## src/rtl/dsi_video_pattern_gen_pkg.sv

```systemverilog
`default_nettype none
// ---------------------------------------------------------------------------
// dsi_video_pkg : shared types, colour-bar table and timing helper
// Revision 1.0
// ---------------------------------------------------------------------------
package dsi_video_pkg;

  localparam int PIXEL_BITS = 24;

  typedef enum logic [2:0] {
    MODE_RED     = 3'd0,
    MODE_GREEN   = 3'd1,
    MODE_BLUE    = 3'd2,
    MODE_DIAG    = 3'd3,
    MODE_BARS    = 3'd4,
    MODE_CHECKER = 3'd5,
    MODE_SOLID   = 3'd6,
    MODE_AUTO    = 3'd7
  } mode_e;

  typedef enum logic [0:0] {
    ST_IDLE = 1'b0,
    ST_RUN  = 1'b1
  } state_e;

  // Position inside the colour-bar sequence for the current line.
  typedef struct packed {
    logic [2:0]  bar;
    logic [15:0] cnt;
  } bar_pos_t;

  // Entry 0 is white; the sequence runs towards black at entry 7.
  localparam logic [7:0][PIXEL_BITS-1:0] BAR_TABLE = {
    24'h000000, 24'h0000FF, 24'hFF0000, 24'hFF00FF,
    24'h00FF00, 24'h00FFFF, 24'hFFFF00, 24'hFFFFFF
  };

  function automatic int calc_total(input int sync_len, input int back, input int active,
                                    input int front, input int per_clk);
    return (sync_len + back + active + front) / per_clk;
  endfunction

endpackage
`default_nettype wire

```

## src/rtl/dsi_video_pattern_gen_if.sv

```systemverilog
`default_nettype none
// ---------------------------------------------------------------------------
// dsi_video_if : video timing and pixel bus towards the DSI TX pixel port
// Revision 1.0
// ---------------------------------------------------------------------------
interface dsi_video_if #(
  parameter int PPC = 2
);
  logic                o_hs;
  logic                o_vs;
  logic                o_de;
  logic [11:0]         o_x;
  logic [11:0]         o_y;
  logic [PPC*24-1:0]   o_data;
  logic                o_frame_start;
  logic [15:0]         o_frame_cnt;
  logic                o_busy;

  modport master (
    output o_hs, o_vs, o_de, o_x, o_y, o_data, o_frame_start, o_frame_cnt, o_busy
  );

  modport slave (
    input o_hs, o_vs, o_de, o_x, o_y, o_data, o_frame_start, o_frame_cnt, o_busy
  );
endinterface
`default_nettype wire

```

## src/rtl/dsi_video_pattern_gen_pixel.sv

```systemverilog
`default_nettype none
// ---------------------------------------------------------------------------
// dsi_pattern_pixel : one lane of pattern colour from (X, Y, mode, solid, bar)
// Revision 1.0
// ---------------------------------------------------------------------------
module dsi_pattern_pixel
  import dsi_video_pkg::*;
#(
  parameter int CHK_SHIFT = 5
) (
  input  logic [15:0]           x_i,
  input  logic [11:0]           y_i,
  input  logic [2:0]            mode_i,
  input  logic [PIXEL_BITS-1:0] solid_i,
  input  logic [2:0]            bar_i,
  output logic [PIXEL_BITS-1:0] rgb_o
);

  logic [7:0] diag;
  logic       chk;
  logic       unused_hi;

  assign diag      = x_i[7:0] + y_i[7:0];
  assign chk       = x_i[CHK_SHIFT] ^ y_i[CHK_SHIFT];
  assign unused_hi = ^{x_i[15:8], y_i[11:8]};

  always_comb begin
    rgb_o = '0;
    case (mode_e'(mode_i))
      MODE_RED:     rgb_o = {x_i[7:0], 16'h0000};
      MODE_GREEN:   rgb_o = {8'h00, x_i[7:0], 8'h00};
      MODE_BLUE:    rgb_o = {16'h0000, x_i[7:0]};
      MODE_DIAG:    rgb_o = {diag, diag, diag};
      MODE_BARS:    rgb_o = BAR_TABLE[bar_i];
      MODE_CHECKER: rgb_o = chk ? 24'hFFFFFF : 24'h000000;
      MODE_SOLID:   rgb_o = solid_i;
      default:      rgb_o = '0;
    endcase
  end

endmodule
`default_nettype wire

```

## src/rtl/dsi_video_pattern_gen.sv

```systemverilog
`default_nettype none
// ---------------------------------------------------------------------------
// dsi_video_pattern_gen : video timing generator and PPC-wide test-pattern source
// Revision 1.0
// ---------------------------------------------------------------------------
module dsi_video_pattern_gen
  import dsi_video_pkg::*;
#(
  parameter int PPC        = 2,
  parameter int MAX_HRES   = 1080,
  parameter int MAX_VRES   = 1920,
  parameter int HSP        = 100,
  parameter int HBP        = 100,
  parameter int HFP        = 250,
  parameter int VSP        = 3,
  parameter int VBP        = 5,
  parameter int VFP        = 6,
  parameter int CHK_SHIFT  = 5,
  parameter int AUTO_SHIFT = 7
) (
  input  logic                  i_pclk,
  input  logic                  i_srst,
  input  logic                  i_enable,
  input  logic [2:0]            i_mode,
  input  logic [PIXEL_BITS-1:0] i_solid_rgb,
  dsi_video_if.master           vid
);

  localparam int HT       = calc_total(HSP, HBP, MAX_HRES, HFP, PPC);
  localparam int VT       = calc_total(VSP, VBP, MAX_VRES, VFP, 1);
  localparam int HS_END   = HSP / PPC;
  localparam int HA_START = (HSP + HBP) / PPC;
  localparam int HA_END   = HA_START + MAX_HRES / PPC;
  localparam int VA_START = VSP + VBP;
  localparam int VA_END   = VA_START + MAX_VRES;
  localparam int BAR_W    = MAX_HRES / 8;
  localparam int DW       = PPC * PIXEL_BITS;

  state_e                state_q, state_d;
  logic [15:0]           h_q, h_d;
  logic [15:0]           v_q, v_d;
  logic [15:0]           frame_cnt_q, frame_cnt_d;
  logic [2:0]            mode_q, mode_d;
  logic [PIXEL_BITS-1:0] solid_q, solid_d;
  bar_pos_t              bar_q, bar_d;

  logic                  hs_q, vs_q, de_q, fs_q;
  logic [11:0]           x_q, y_q;
  logic [DW-1:0]         data_q;

  logic                  run;
  logic                  h_last;
  logic                  v_last;
  logic                  frame_first;
  logic                  de;
  logic [11:0]           act_x;
  logic [11:0]           act_y;
  logic [2:0]            auto_mode;
  logic [DW-1:0]         pix_data;

  // Walks the bar position forward by 'step' pixels; bars may be narrower
  // than one pixel group, so several bar boundaries can be crossed at once.
  function automatic bar_pos_t bar_advance(input bar_pos_t pos, input int step);
    bar_pos_t r;
    r.bar = pos.bar;
    r.cnt = pos.cnt + 16'(step);
    for (int k = 0; k < PPC; k++) begin
      if (r.cnt >= 16'(BAR_W)) begin
        r.cnt = r.cnt - 16'(BAR_W);
        r.bar = r.bar + 3'd1;
      end
    end
    return r;
  endfunction

  assign run         = (state_q == ST_RUN);
  assign h_last      = (h_q == 16'(HT - 1));
  assign v_last      = (v_q == 16'(VT - 1));
  assign frame_first = run && (h_q == 16'd0) && (v_q == 16'd0);
  assign de          = run && (h_q >= 16'(HA_START)) && (h_q < 16'(HA_END)) &&
                       (v_q >= 16'(VA_START)) && (v_q < 16'(VA_END));
  assign act_x       = 12'(h_q - 16'(HA_START));
  assign act_y       = 12'(v_q - 16'(VA_START));
  assign auto_mode   = {1'b0, frame_cnt_q[AUTO_SHIFT+1 -: 2]};

  always_comb begin
    state_d     = state_q;
    h_d         = h_q;
    v_d         = v_q;
    frame_cnt_d = frame_cnt_q;
    mode_d      = mode_q;
    solid_d     = solid_q;
    bar_d       = bar_q;
    unique case (state_q)
      ST_IDLE: begin
        h_d   = '0;
        v_d   = '0;
        bar_d = '0;
        if (i_enable) begin
          state_d = ST_RUN;
        end
      end
      ST_RUN: begin
        if (frame_first) begin
          mode_d  = (mode_e'(i_mode) == MODE_AUTO) ? auto_mode : i_mode;
          solid_d = i_solid_rgb;
        end
        bar_d = de ? bar_advance(bar_q, PPC) : '0;
        if (h_last) begin
          h_d = '0;
          if (v_last) begin
            v_d         = '0;
            frame_cnt_d = frame_cnt_q + 16'd1;
            if (!i_enable) begin
              state_d = ST_IDLE;
            end
          end else begin
            v_d = v_q + 16'd1;
          end
        end else begin
          h_d = h_q + 16'd1;
        end
      end
      default: state_d = ST_IDLE;
    endcase
  end

  always_ff @(posedge i_pclk) begin
    if (i_srst) begin
      state_q     <= ST_IDLE;
      h_q         <= '0;
      v_q         <= '0;
      frame_cnt_q <= '0;
      mode_q      <= '0;
      solid_q     <= '0;
      bar_q       <= '0;
    end else begin
      state_q     <= state_d;
      h_q         <= h_d;
      v_q         <= v_d;
      frame_cnt_q <= frame_cnt_d;
      mode_q      <= mode_d;
      solid_q     <= solid_d;
      bar_q       <= bar_d;
    end
  end

  for (genvar p = 0; p < PPC; p++) begin : g_lane
    bar_pos_t              lane_pos;
    logic [15:0]           lane_x;
    logic [PIXEL_BITS-1:0] lane_rgb;
    logic                  unused_lane;

    assign lane_pos    = bar_advance(bar_q, p);
    assign lane_x      = {4'd0, act_x} * 16'(PPC) + 16'(p);
    assign unused_lane = ^lane_pos.cnt;

    dsi_pattern_pixel #(
      .CHK_SHIFT (CHK_SHIFT)
    ) u_pixel (
      .x_i     (lane_x),
      .y_i     (act_y),
      .mode_i  (mode_q),
      .solid_i (solid_q),
      .bar_i   (lane_pos.bar),
      .rgb_o   (lane_rgb)
    );

    assign pix_data[p*PIXEL_BITS +: PIXEL_BITS] = lane_rgb;
  end

  // Outputs trail the counters by one clock; everything is gated by RUN.
  always_ff @(posedge i_pclk) begin
    if (i_srst) begin
      hs_q   <= 1'b0;
      vs_q   <= 1'b0;
      de_q   <= 1'b0;
      fs_q   <= 1'b0;
      x_q    <= '0;
      y_q    <= '0;
      data_q <= '0;
    end else begin
      hs_q   <= run && (h_q < 16'(HS_END));
      vs_q   <= run && (v_q < 16'(VSP));
      de_q   <= de;
      fs_q   <= frame_first;
      x_q    <= de ? act_x : '0;
      y_q    <= de ? act_y : '0;
      data_q <= de ? pix_data : '0;
    end
  end

  assign vid.o_hs          = hs_q;
  assign vid.o_vs          = vs_q;
  assign vid.o_de          = de_q;
  assign vid.o_x           = x_q;
  assign vid.o_y           = y_q;
  assign vid.o_data        = data_q;
  assign vid.o_frame_start = fs_q;
  assign vid.o_frame_cnt   = frame_cnt_q;
  assign vid.o_busy        = run;

endmodule
`default_nettype wire

```

## src/flat_wrapper.sv

```systemverilog
// flat-port wrapper written by rule: the top's interface ports become plain ports
module dsi_video_pattern_gen_flat import dsi_video_pkg::*;
#(
  parameter int PPC        = 2,
  parameter int MAX_HRES   = 1080,
  parameter int MAX_VRES   = 1920,
  parameter int HSP        = 100,
  parameter int HBP        = 100,
  parameter int HFP        = 250,
  parameter int VSP        = 3,
  parameter int VBP        = 5,
  parameter int VFP        = 6,
  parameter int CHK_SHIFT  = 5,
  parameter int AUTO_SHIFT = 7
)
  (i_pclk, i_srst, i_enable, i_mode, i_solid_rgb, vid_o_hs, vid_o_vs, vid_o_de, vid_o_x, vid_o_y, vid_o_data, vid_o_frame_start, vid_o_frame_cnt, vid_o_busy);
  dsi_video_if #(.PPC(PPC)) vid_i ();
  input  logic i_pclk;
  input  logic i_srst;
  input  logic i_enable;
  input  logic [2:0] i_mode;
  input  logic [PIXEL_BITS-1:0] i_solid_rgb;
  output wire logic [$bits(vid_i.o_hs)-1:0] vid_o_hs;
  output wire logic [$bits(vid_i.o_vs)-1:0] vid_o_vs;
  output wire logic [$bits(vid_i.o_de)-1:0] vid_o_de;
  output wire logic [$bits(vid_i.o_x)-1:0] vid_o_x;
  output wire logic [$bits(vid_i.o_y)-1:0] vid_o_y;
  output wire logic [$bits(vid_i.o_data)-1:0] vid_o_data;
  output wire logic [$bits(vid_i.o_frame_start)-1:0] vid_o_frame_start;
  output wire logic [$bits(vid_i.o_frame_cnt)-1:0] vid_o_frame_cnt;
  output wire logic [$bits(vid_i.o_busy)-1:0] vid_o_busy;
  assign vid_o_hs = vid_i.o_hs;
  assign vid_o_vs = vid_i.o_vs;
  assign vid_o_de = vid_i.o_de;
  assign vid_o_x = vid_i.o_x;
  assign vid_o_y = vid_i.o_y;
  assign vid_o_data = vid_i.o_data;
  assign vid_o_frame_start = vid_i.o_frame_start;
  assign vid_o_frame_cnt = vid_i.o_frame_cnt;
  assign vid_o_busy = vid_i.o_busy;
  dsi_video_pattern_gen #(.PPC(PPC), .MAX_HRES(MAX_HRES), .MAX_VRES(MAX_VRES), .HSP(HSP), .HBP(HBP), .HFP(HFP), .VSP(VSP), .VBP(VBP), .VFP(VFP), .CHK_SHIFT(CHK_SHIFT), .AUTO_SHIFT(AUTO_SHIFT)) u_core (.i_pclk(i_pclk), .i_srst(i_srst), .i_enable(i_enable), .i_mode(i_mode), .i_solid_rgb(i_solid_rgb), .vid(vid_i));
endmodule
```

## config.mk

```make
export PLATFORM = sky130hd
export DESIGN_NAME = dsi_video_pattern_gen_flat
export DESIGN_NICKNAME = d
export VERILOG_FILES = /design/src/rtl/dsi_video_pattern_gen_pkg.sv /design/src/rtl/dsi_video_pattern_gen_if.sv /design/src/rtl/dsi_video_pattern_gen_pixel.sv /design/src/rtl/dsi_video_pattern_gen.sv /design/src/flat_wrapper.sv
export SDC_FILE = /design/constraint.sdc
export NUM_CORES = 1
export LEC_CHECK = 0
export CORE_UTILIZATION = 40
export DETAILED_ROUTE_END_ITERATION = 7
export GPL_TIMING_DRIVEN = 0
export MAX_ROUTING_LAYER = met4
export SLEW_MARGIN = 20
export SYNTH_ARGS = -nofsm -noshare
export SYNTH_HDL_FRONTEND = slang
export SYNTH_SLANG_ARGS = --single-unit
```

## constraint.sdc

```tcl
create_clock -name i_pclk -period 9.85 [get_ports i_pclk]
set_input_delay 1.97 -clock i_pclk [delete_from_list [all_inputs] [get_ports i_pclk]]
set_output_delay 1.97 -clock i_pclk [all_outputs]
set_load 0.03 [all_outputs]
```

==> key figures, run 1 <==
Yosys
  • Netlist cell types: 75
  • Top_reg_cell synth: dfxtp_1
  • Synth Net Count: 1218
  • Post-Synthesis Cells: 1157
  • #FFs+latches synth: 171
  • Ys async rst share: 0%
  • Ys Warns: 0
  • Post-synthesis cell area: 9460 um^2
  • Syn Area/Cell: 8.177 um^2
  • Sequential fraction of the synthesis area: 36.19%
  • Post-synth EDFFs: 0

Setup path
  • Crit path largest cell delay: 0.52 ns
  • Element type at the critical path end: flip-flop
  • Type of the worst setup path: reg2reg
  • Number of cells on the critical path: 17
  • Critical path fanouts, max: 10
  • CP arrival: 4.95 ns
  • CP startpoint kind: flip-flop
  • Reg2Reg Depth: 17
  • Buffer and inverter count on the worst path: 3
  • Top delay family on crit path: compound AO/OA/AOI/OAI gates
  • Cell Chain, Critical Path: ha_1, buf_2, nand3_1, nor4_1, o311ai_4, a211o_1, nor3_1, buf_4, nor2_1, a21oi_1, ha_1, a21o_1, o31a_1, buf_2, o211ai_2, xnor2_1, nor2_1
  • CP max-delay cell: dfxtp_1
  • Critical path data required time: 10.14 ns

Route
  • Vias: 8687
  • DRC viols: 0
  • WL per Instance: 16.33 um
  • Post-route ant nets: 0
  • DRT Pass-1 Iters: 5
  • DR vias/cell: 5.349
  • DRT iter0 DRCs: 637
  • Routed WL: 26.53 mm

STA
  • Max-slew headroom: 39.86%
  • Max Clk Rate: 0.2148 GHz
  • Max Slew Vio Count: 0
  • Final Hold Vio Count: 0
  • Unrepaired setup endpoints after global routing: no
  • Worst-Margin Slew: 0.8953 ns
  • Final setup skew: 0.01627 ns
  • Final min period: 4.655 ns
  • Period utilization: 47.26%
  • Endpoints failing setup: 0
  • Setup TNS: 0 ns

Global route
  • Vias in the first global route: 8099
  • GR Layer Usage met3: 4.361%
  • M2 GR Usage: 34.48%
  • Met1 Track Usage GR: 30.62%
  • Total gr overflow: 0
  • First-pass GRT wire length: 42.36 mm
  • Total GRT Usage: 22.71%
  • Most used routing layer: met2
  • Initial antenna violation count: 0
  • Maximum number of pins on one net before global-route repair: 19

Power
  • Peak VDD IR: 0.0001256 V
  • Total power: 1.458 mW
  • Cell area power density: 125.1 nW/um^2
  • Leak: 4.398 nW

Finish
  • Layout cells sized above 1: 5.721%
  • Area Overhead vs Synth: 23.25%
  • Layout Nets: 1359
  • Antenna diode count: 0
  • # fillers: 2208

Clock network
  • Setup Fix Bufs, Post-CTS: 0
  • Worst-skew pair later-pin latency: 0.43 ns
  • Hold-fix buffers, CTS: 0
  • TritonCTS clock tree: built
  • Clock sinks: 171
  • TritonCTS Buffers: 17
  • CTS clk-pin slew, worst paths: 0.07 ns
  • Post-CTS Resized: 0
  • Htree depth: 4
  • Clk buf depth: 2
  • Root buffer cell: clkbuf_16

Floorplan
  • Starting Density: 41.28%
  • Row Count: 55
  • Die Y: 155.8 um
  • Die Span X: 155.8 um
  • IO Count: 123
  • Die area: 24270 um^2
  • Core area: 22920 um^2

Min path
  • Hold Path Stages: 1
  • Hold Crit Class: reg2reg

Place
  • GPL Wtd Cong: 0.9336
  • DP HPWL: 20.44 mm
  • IO Port Bufs: 122

Job
  • Max-Cap Viols: 0

Run status
  • Status: completed
## flip-flops by register name (all words and copies together), names as in the netlist, 3 cells and up
name and cells:
u_core.bar_q 19, u_core.vid.o_frame_cnt 16, u_core.vid.o_y 12, u_core.solid_q 24
u_core.v_q 16, u_core.h_q 16, u_core.mode_q 3, u_core.vid.o_data 48
u_core.vid.o_x 12
## synth_stat cells, types with 3 or more instances
master	instances	area (um^2)
nand2b_1	19	118.9
nor4_1	13	81.33
nor3_1	39	195.2
dfxtp_1	171	3423
a41oi_1	3	26.28
o21ai_1	5	25.02
o211ai_1	4	30.03
and4_1	5	43.79
buf_1	3	11.26
or3_1	13	81.33
o21ai_0	53	265.3
nand3_1	36	180.2
nor2_1	173	649.4
a21oi_1	42	210.2
mux2i_1	31	310.3
and3_1	12	75.07
o22ai_1	7	43.79
nand4b_1	3	26.28
o31ai_1	10	75.07
nand4_1	20	125.1
a21o_1	10	75.07
nand2_1	88	330.3
buf_4	4	30.03
a31oi_1	45	281.5
a22oi_1	5	37.54
mux2_2	3	33.78
or4_1	4	30.03
xnor2_1	59	516.8
a211oi_1	3	22.52
xor2_1	65	569.3
and2_1	9	56.30
buf_2	8	40.04
clkbuf_1	52	195.2
nor2b_1	19	118.9
ha_1	29	362.9
o21a_1	7	52.55
inv_1	32	120.1
## metal layers
layer  routed length (um)  vias up
met2                11840      261
li1                     -     4316
met4                  427        0
met5                    0        -
met1                12590     4087
met3                 1670       23
## path summary, 6_finish.rpt
path	start	endpoint	slack, ns
worst max-delay path	u_core.bar_q[1]	u_core.bar_q[9]	5.19
worst min-delay path	u_core.v_q[15]	u_core.v_q[15]	0.50
worst max register to register	u_core.bar_q[1]	u_core.bar_q[9]	5.19
worst min register to register	u_core.v_q[15]	u_core.v_q[15]	0.50
## power breakdown
part	total [mW]	internal, mW	switching, mW
registers	0.709	0.701	0.00862
logic	0.0833	0.0348	0.0485
clock network	0.666	0.346	0.320
## kinds of logic (layout without fill, tap and decap cells)
kind of cell    Yosys count  in the layout  share of synthesized area (%)
xor+xnor                124            124                          11.48
mux                      34             34                          3.637
flops                   171            171                          36.19
simple gates            475            475                          24.64
compound gates          222            222                          15.49
buf+inv                 100            254                          4.312
fa+ha+maj                31             31                          4.259
## cells in the final DEF, fill, tap and decap left out, drive strengths merged, types with 12 or more instances in the layout
cell	instances
mux2i	31
nor2b	19
inv	41
and3	12
a21oi	42
clkbuf	70
xnor2	59
dfxtp	171
nand2b	19
nor2	175
ha	29
buf	16
xor2	65
o21ai	60
nor4	14
nand3	38
clkdlybuf4s50	122
nand4	23
nor3	40
nand2	88
a31oi	45
or3	13
## final cells by class
cell class | instances | area [um^2] | share of cell area (%)
buffer | 68 | 287.8 | 2.468
clock buffer | 18 | 439.2 | 3.767
clock inverter | 14 | 147.6 | 1.266
inverter | 32 | 120.1 | 1.030
multi-input combinational | 886 | 5629 | 48.28
sequential | 171 | 3423 | 29.36
tap | 313 | 391.6 | 3.359
timing repair buffer | 122 | 1221 | 10.47
## metrics by stage
stage / area (um^2) / hold slack (ns) / util [%] / setup slack, ns / std cells
floorplan: 9460 / 0.4351 / - / 6.067 / 1157
finish: 11660 / 0.4958 / 50.88 / 5.195 / 1624
global placement: 11070 / 0.4727 / 48.32 / 5.306 / 1592
detailed placement: 11070 / 0.4679 / 48.32 / 5.297 / 1592
global route: 11660 / 0.5165 / 50.88 / 4.832 / 1624
CTS: 11660 / 0.4840 / 50.88 / 5.226 / 1624
Power figures use the tool's default switching activity.
==> run 2, diff against run 1 <==
Clock period 9.85 ns to 4.6 ns, I/O delays scaled along.
==> run 2 against run 1 <==
Compared with the run above:
- final cell count about the same
- sequential power increased by 110%
- clock skew about the same
- power increased by 110%
- clock power increased by 110%
- die area unchanged
- worst setup slack got worse by 4.9 ns
- count of clock-buffer cells in the layout unchanged
- flip-flop and latch count unchanged
- maximum frequency increased by 8.6%
- critical path type unchanged
- largest cell class unchanged
==> key figures, run 2 (synthesized netlist as in run 1, its figures left out) <==
Run status
  • Status: completed

Global route
  • M2 GR Usage: 34.52% (+0.043 points)
  • Most used routing layer: met2
  • Initial antenna violation count: 0 (unchanged)
  • Met1 Track Usage GR: 30.63% (about the same)
  • Maximum number of pins on one net before global-route repair: 19 (unchanged)
  • Vias in the first global route: 8109 (+0.12%)
  • Total gr overflow: 0 (unchanged)
  • GR Layer Usage met3: 4.361% (unchanged)
  • First-pass GRT wire length: 42.40 mm (about the same)
  • Total GRT Usage: 22.73% (about the same)

STA
  • Endpoints failing setup: 0 (unchanged)
  • Period utilization: 93.18% (+46 points)
  • Unrepaired setup endpoints after global routing: no
  • Final Hold Vio Count: 0 (unchanged)
  • Post-route setup slack: 0.3138 ns (-4.881 ns)
  • Final min period: 4.286 ns (-0.3692 ns)
  • Worst-Margin Slew: 0.9064 ns (+0.01116 ns)
  • Max-slew headroom: 39.11% (-0.75 points)
  • Final setup skew: 0.01674 ns (+0.0004700 ns)
  • Max Slew Vio Count: 0 (unchanged)
  • Max Clk Rate: 0.2333 GHz (+8.6%)
  • Setup TNS: 0 ns (unchanged)

Place
  • IO Port Bufs: 122 (unchanged)
  • DP HPWL: 20.44 mm (unchanged)
  • Pre-CTS setup slack: 0.05134 ns (-5.246 ns)
  • GPL Wtd Cong: 0.9336 (unchanged)
  • Placed inst area: 11070 um^2 (unchanged)

Power
  • Leak: 4.409 nW (+0.26%)
  • Cell area power density: 267.0 nW/um^2 (+110%)
  • Peak VDD IR: 0.0002700 V (+120%)

Route
  • Routed WL: 26.58 mm (+0.20%)
  • Vias: 8677 (-0.12%)
  • Post-route ant nets: 0 (unchanged)
  • WL per Instance: 16.36 um (+0.13%)
  • DRT iter0 DRCs: 601 (-5.7%)
  • DRT Pass-1 Iters: 5 (unchanged)
  • DR vias/cell: 5.340 (-0.18%)
  • DRC viols: 0 (unchanged)

Setup path
  • Reg-to-Reg Start: u_core.bar_q[2]
  • Cell Chain, Critical Path: ha_1, buf_2, nand3_1, o21a_1, o311ai_4, a211o_1, nor3_2, buf_4, nor2_1, a21oi_1, ha_1, a21o_1, o31a_1, clkbuf_4, nand4b_1, xnor2_1, nor2_1
  • Crit path largest cell delay: 0.49 ns (-0.03 ns)
  • Element type at the critical path end: flip-flop
  • CP max-delay cell: dfxtp_1
  • Critical path data required time: 4.89 ns (-5.25 ns)
  • Reg2Reg Depth: 17 (unchanged)
  • CP arrival: 4.58 ns (-0.37 ns)
  • RR Endpoint: u_core.bar_q[10]
  • FF-to-FF setup slack: 0.31 ns (-4.88 ns)
  • CP startpoint kind: flip-flop
  • Critical path fanouts, max: 10 (unchanged)
  • Type of the worst setup path: reg2reg

Finish
  • # fillers: 2203 (-0.23%)
  • Layout Nets: 1360 (+0.074%)
  • Multi-input logic area: 5663 um^2 (+0.60%)
  • Commonest non-fill, non-tap cell in the layout: nor2_1
  • Layout cells sized above 1: 6.098% (+0.38 points)
  • Max reg flops: 48 (unchanged)
  • Area Overhead vs Synth: 23.73%
  • Sequential cell area: 3425 um^2 (about the same)
  • Antenna diode count: 0 (unchanged)
  • Finished Cell Area: 11710 um^2 (+0.39%)
  • Commonest cells after routing, fill and taps aside: nor2_1, dfxtp_1, clkdlybuf4s50_1, nand2_1, xor2_1

Min path
  • Hold Path Stages: 1 (unchanged)
  • Hold EP: u_core.v_q[15]
  • Worst Hold Launch: u_core.v_q[15]
  • Hold Crit Class: reg2reg

Floorplan
  • Die Y: 155.8 um (unchanged)
  • Core area: 22920 um^2 (unchanged)
  • Die Span X: 155.8 um (unchanged)
  • IO Count: 123 (unchanged)
  • Starting Density: 41.28% (unchanged)
  • Die area: 24270 um^2 (unchanged)
  • Row Count: 55 (unchanged)

Clock network
  • Clock sinks: 171 (unchanged)
  • Root buffer cell: clkbuf_16
  • TritonCTS Buffers: 17 (unchanged)
  • Htree depth: 4 (unchanged)
  • Hold-fix buffers, CTS: 0 (unchanged)
  • Worst-skew pair later-pin latency: 0.43 ns (about the same)
  • TritonCTS clock tree: built
  • Clk buf depth: 2 (unchanged)
  • CTS clk-pin slew, worst paths: 0.07 ns (about the same)

Job
  • Max-Cap Viols: 0 (unchanged)
[run 2: cell count changes in the layout (fill, tap and decap cells not counted), sizes merged]
cell / previous run / this run
clkbuf: 70 / 71
[run 2: per-stage QoR]
step	instances	total power, mW	utilization [%]	hold WS (ns)
2_1_floorplan	1157	1.653	-	0.4351
3_3_place_gp	1592	1.727	48.32	0.4727
3_5_place_dp	1592	1.728	48.32	0.4679
4_1_cts	1624	3.152	50.91	0.4840
5_1_grt	1625	3.228	51.08	0.5165
6_report	1625	3.125	51.08	0.4957
[run 2: final cells by class]
class                           instances  share of cell area (%)
Clock buffer                           18                   3.752
Clock inverter                         14                   1.261
Buffer                                 68                   2.480
Tap cell                              313                   3.346
Multi-Input combinational cell        886                   48.38
Inverter                               32                   1.026
Sequential cell                       171                   29.26
Timing Repair Buffer                  123                   10.50
[run 2: timing repair]
item                       4_1_cts  5_1_grt
setup buffers                    0        1
gates resized for setup          1        6
pin swaps                        0        2
setup endpoints to repair        1       17
[run 2: how the worst max path moves through the flow]
stage | endpoint | depth (start not counted) | start
after floorplan | u_core.bar_q[10] | 16 | u_core.bar_q[2]
after global placement | u_core.bar_q[9] | 17 | u_core.bar_q[1]
after detailed placement | u_core.bar_q[9] | 17 | u_core.bar_q[1]
after CTS | u_core.bar_q[9] | 17 | u_core.bar_q[1]
after global routing | u_core.bar_q[14] | 17 | u_core.bar_q[2]
final | u_core.bar_q[10] | 17 | u_core.bar_q[2]
[run 2: worst max-delay path, delay by kind of cell (launching register included)]
kind	cells	cell delay [ns]
fa+ha+maj	2	0.44
xor+xnor	1	0.17
compound gates	6	1.65
flops	1	0.49
simple gates	5	0.75
buf+inv	3	0.65
[run 2: power by group]
group | leakage, nW | total [mW] | switching (mW) | internal (mW)
clock network | 0.283 | 1.43 | 0.687 | 0.741
registers | 1.38 | 1.52 | 0.0185 | 1.50
logic | 2.74 | 0.178 | 0.104 | 0.0745
total | 4.41 | 3.13 | 0.809 | 2.32
[run 2: metal layers]
layer | up-vias | wire (um)
met3 | 23 | 1647
li1 | 4318 | -
met4 | 0 | 423
met1 | 4073 | 12600
met5 | - | 0
met2 | 263 | 11910
==> run 3, diff against run 2 <==
Settings changed: CTS_CLUSTER_SIZE set to 12, PLACE_DENSITY set to 0.62.
==> run 3 against run 2 <==
Compared with the run above:
- die area is the same
- flip-flop and latch count unchanged
- combinational power about the same
- sequential share of layout area shrank 0.051 points
- utilization increased by 0.071 points
==> key figures, run 3 (synthesized netlist as in run 1, its figures left out) <==
Clock network
  • TritonCTS clock tree: built
  • TritonCTS Buffers: 17 (unchanged)
  • Clock sinks: 171 (unchanged)
  • CTS clk-pin slew, worst paths: 0.08 ns (about the same)
  • Clk buf depth: 2 (unchanged)
  • Hold-fix buffers, CTS: 0 (unchanged)
  • Htree depth: 4 (unchanged)
  • Root buffer cell: clkbuf_16
  • Worst-skew pair later-pin latency: 0.45 ns (+0.02 ns)

Global route
  • Met1 Track Usage GR: 31.04% (+0.40 points)
  • M2 GR Usage: 35.06% (+0.53 points)
  • Maximum number of pins on one net before global-route repair: 20 (+1)
  • GR Layer Usage met3: 4.750% (+0.39 points)
  • Initial antenna violation count: 0 (unchanged)
  • Vias in the first global route: 8204 (+1.2%)
  • Total gr overflow: 0 (unchanged)
  • First-pass GRT wire length: 42.95 mm (+1.3%)
  • Total GRT Usage: 23.16% (+0.43 points)
  • Most used routing layer: met2

STA
  • Max-slew headroom: 38.35% (-0.76 points)
  • Unrepaired setup endpoints after global routing: no
  • Worst-Margin Slew: 0.9177 ns (+0.01131 ns)
  • Final Hold Vio Count: 0 (unchanged)
  • Final setup skew: 0.02091 ns (+0.004164 ns)
  • Final min period: 4.281 ns (-0.005137 ns)
  • Period utilization: 93.07% (-0.11 points)
  • Endpoints failing setup: 0 (unchanged)
  • Max Slew Vio Count: 0 (unchanged)
  • Hold Slack: 0.4723 ns (-0.02343 ns)
  • Max Clk Rate: 0.2336 GHz (+0.12%)
  • Post-route setup slack: 0.3189 ns (+0.005137 ns)
  • Setup TNS: 0 ns (unchanged)

Setup path
  • CP arrival: 4.60 ns (+0.02 ns)
  • Cell Chain, Critical Path: ha_1, buf_2, nand3_1, nor4_2, o311ai_4, a211o_1, nor3_2, buf_4, xnor2_1, ha_1, a21o_1, o31a_1, buf_4, nor4b_2, xnor2_1, nor2_1
  • Crit path largest cell delay: 0.52 ns (+0.03 ns)
  • Top delay family on crit path: simple AND/OR/NAND/NOR gates
  • Reg-to-Reg Start: u_core.bar_q[1]
  • Buffer and inverter count on the worst path: 3 (unchanged)
  • Critical path fanouts, max: 10 (unchanged)
  • Type of the worst setup path: reg2reg
  • RR Endpoint: u_core.bar_q[14]
  • Element type at the critical path end: flip-flop
  • Critical path data required time: 4.91 ns (+0.02 ns)
  • CP startpoint kind: flip-flop
  • Reg2Reg Depth: 16 (-1)
  • CP max-delay cell: dfxtp_1
  • FF-to-FF setup slack: 0.32 ns (about the same)

Finish
  • Multi-input logic area: 5649 um^2 (-0.24%)
  • Antenna diode count: 0 (unchanged)
  • Commonest non-fill, non-tap cell in the layout: nor2_1
  • Sequential cell area: 3423 um^2 (about the same)
  • Layout cells sized above 1: 5.945% (-0.15 points)
  • Layout Nets: 1360 (unchanged)
  • # fillers: 2225 (+1.0%)
  • Final core utilization: 51.15% (+0.071 points)
  • Finished Cell Area: 11720 um^2 (+0.14%)
  • Layout Cells excl Fill: 1625 (unchanged)
  • Max reg flops: 48 (unchanged)
  • Area Overhead vs Synth: 23.90%
  • Commonest cells after routing, fill and taps aside: nor2_1, dfxtp_1, clkdlybuf4s50_1, nand2_1, xor2_1

Floorplan
  • IO Count: 123 (unchanged)
  • Die Y: 155.8 um (unchanged)
  • Row Count: 55 (unchanged)
  • Die area: 24270 um^2 (unchanged)
  • Die Span X: 155.8 um (unchanged)
  • Core area: 22920 um^2 (unchanged)
  • Starting Density: 41.28% (unchanged)

Place
  • Placed insts: 1592 (unchanged)
  • IO Port Bufs: 122 (unchanged)
  • Pre-CTS setup slack: 0.04173 ns (-0.009618 ns)
  • DP HPWL: 20.38 mm (-0.26%)
  • Placed inst area: 11070 um^2 (unchanged)
  • GPL Wtd Cong: 0.9242 (-1.0%)

Min path
  • Hold EP: u_core.v_q[15]
  • Worst Hold Launch: u_core.v_q[15]
  • Hold Crit Class: reg2reg
  • Hold Path Stages: 1 (unchanged)

Power
  • Cell area power density: 272.3 nW/um^2 (+2.0%)
  • Leak: 4.426 nW (+0.38%)
  • Peak VDD IR: 0.0002539 V (-6.0%)
  • Total power: 3.192 mW (+2.1%)

Route
  • DR vias/cell: 5.311 (-0.53%)
  • DRC viols: 0 (unchanged)
  • DRT iter0 DRCs: 601 (unchanged)
  • Vias: 8631 (-0.53%)
  • WL per Instance: 16.33 um (-0.18%)
  • DRT Pass-1 Iters: 5 (unchanged)
  • Post-route ant nets: 0 (unchanged)
  • Routed WL: 26.53 mm (-0.18%)

Job
  • Max-Cap Viols: 0 (unchanged)

Run status
  • Status: completed
run 3: area by class of cell:
cell class,count,area share (%)
clock inverter,15,1.644
tap,313,3.341
sequential,171,29.21
buffer,68,2.477
inverter,32,1.025
multi-input combinational,886,48.20
timing repair buffer,123,10.48
clock buffer,17,3.629
run 3: worst max-delay path by stage:
stage | to | slack, ns | cells past startpoint | from
final | u_core.bar_q[14] | 0.32 | 16 | u_core.bar_q[1]
after global routing | u_core.bar_q[9] | 0.01 | 14 | u_core.bar_q[1]
after CTS | u_core.bar_q[9] | 0.03 | 17 | u_core.bar_q[1]
after detailed placement | u_core.bar_q[9] | 0.04 | 17 | u_core.bar_q[1]
after global placement | u_core.bar_q[9] | 0.10 | 17 | u_core.bar_q[1]
after floorplan | u_core.bar_q[10] | 0.82 | 16 | u_core.bar_q[2]
run 3: routing by layer:
layer,vias to the layer above,wire (um)
li1,4316,-
met1,4027,12450
met2,256,12010
met3,32,1610
met4,0,462
met5,-,0
run 3: where the power goes:
part | switching [mW] | leakage (nW) | internal, mW
Clock | 0.709 | 0.302 | 0.787
Sequential | 0.0183 | 1.38 | 1.50
Combinational | 0.103 | 2.74 | 0.0745
run 3: what timing repair did:
action	CTS	global route
gates resized for setup	0	4
buffers inserted	0	1
endpoints found under the hold margin	0	0
setup endpoints to repair	0	17
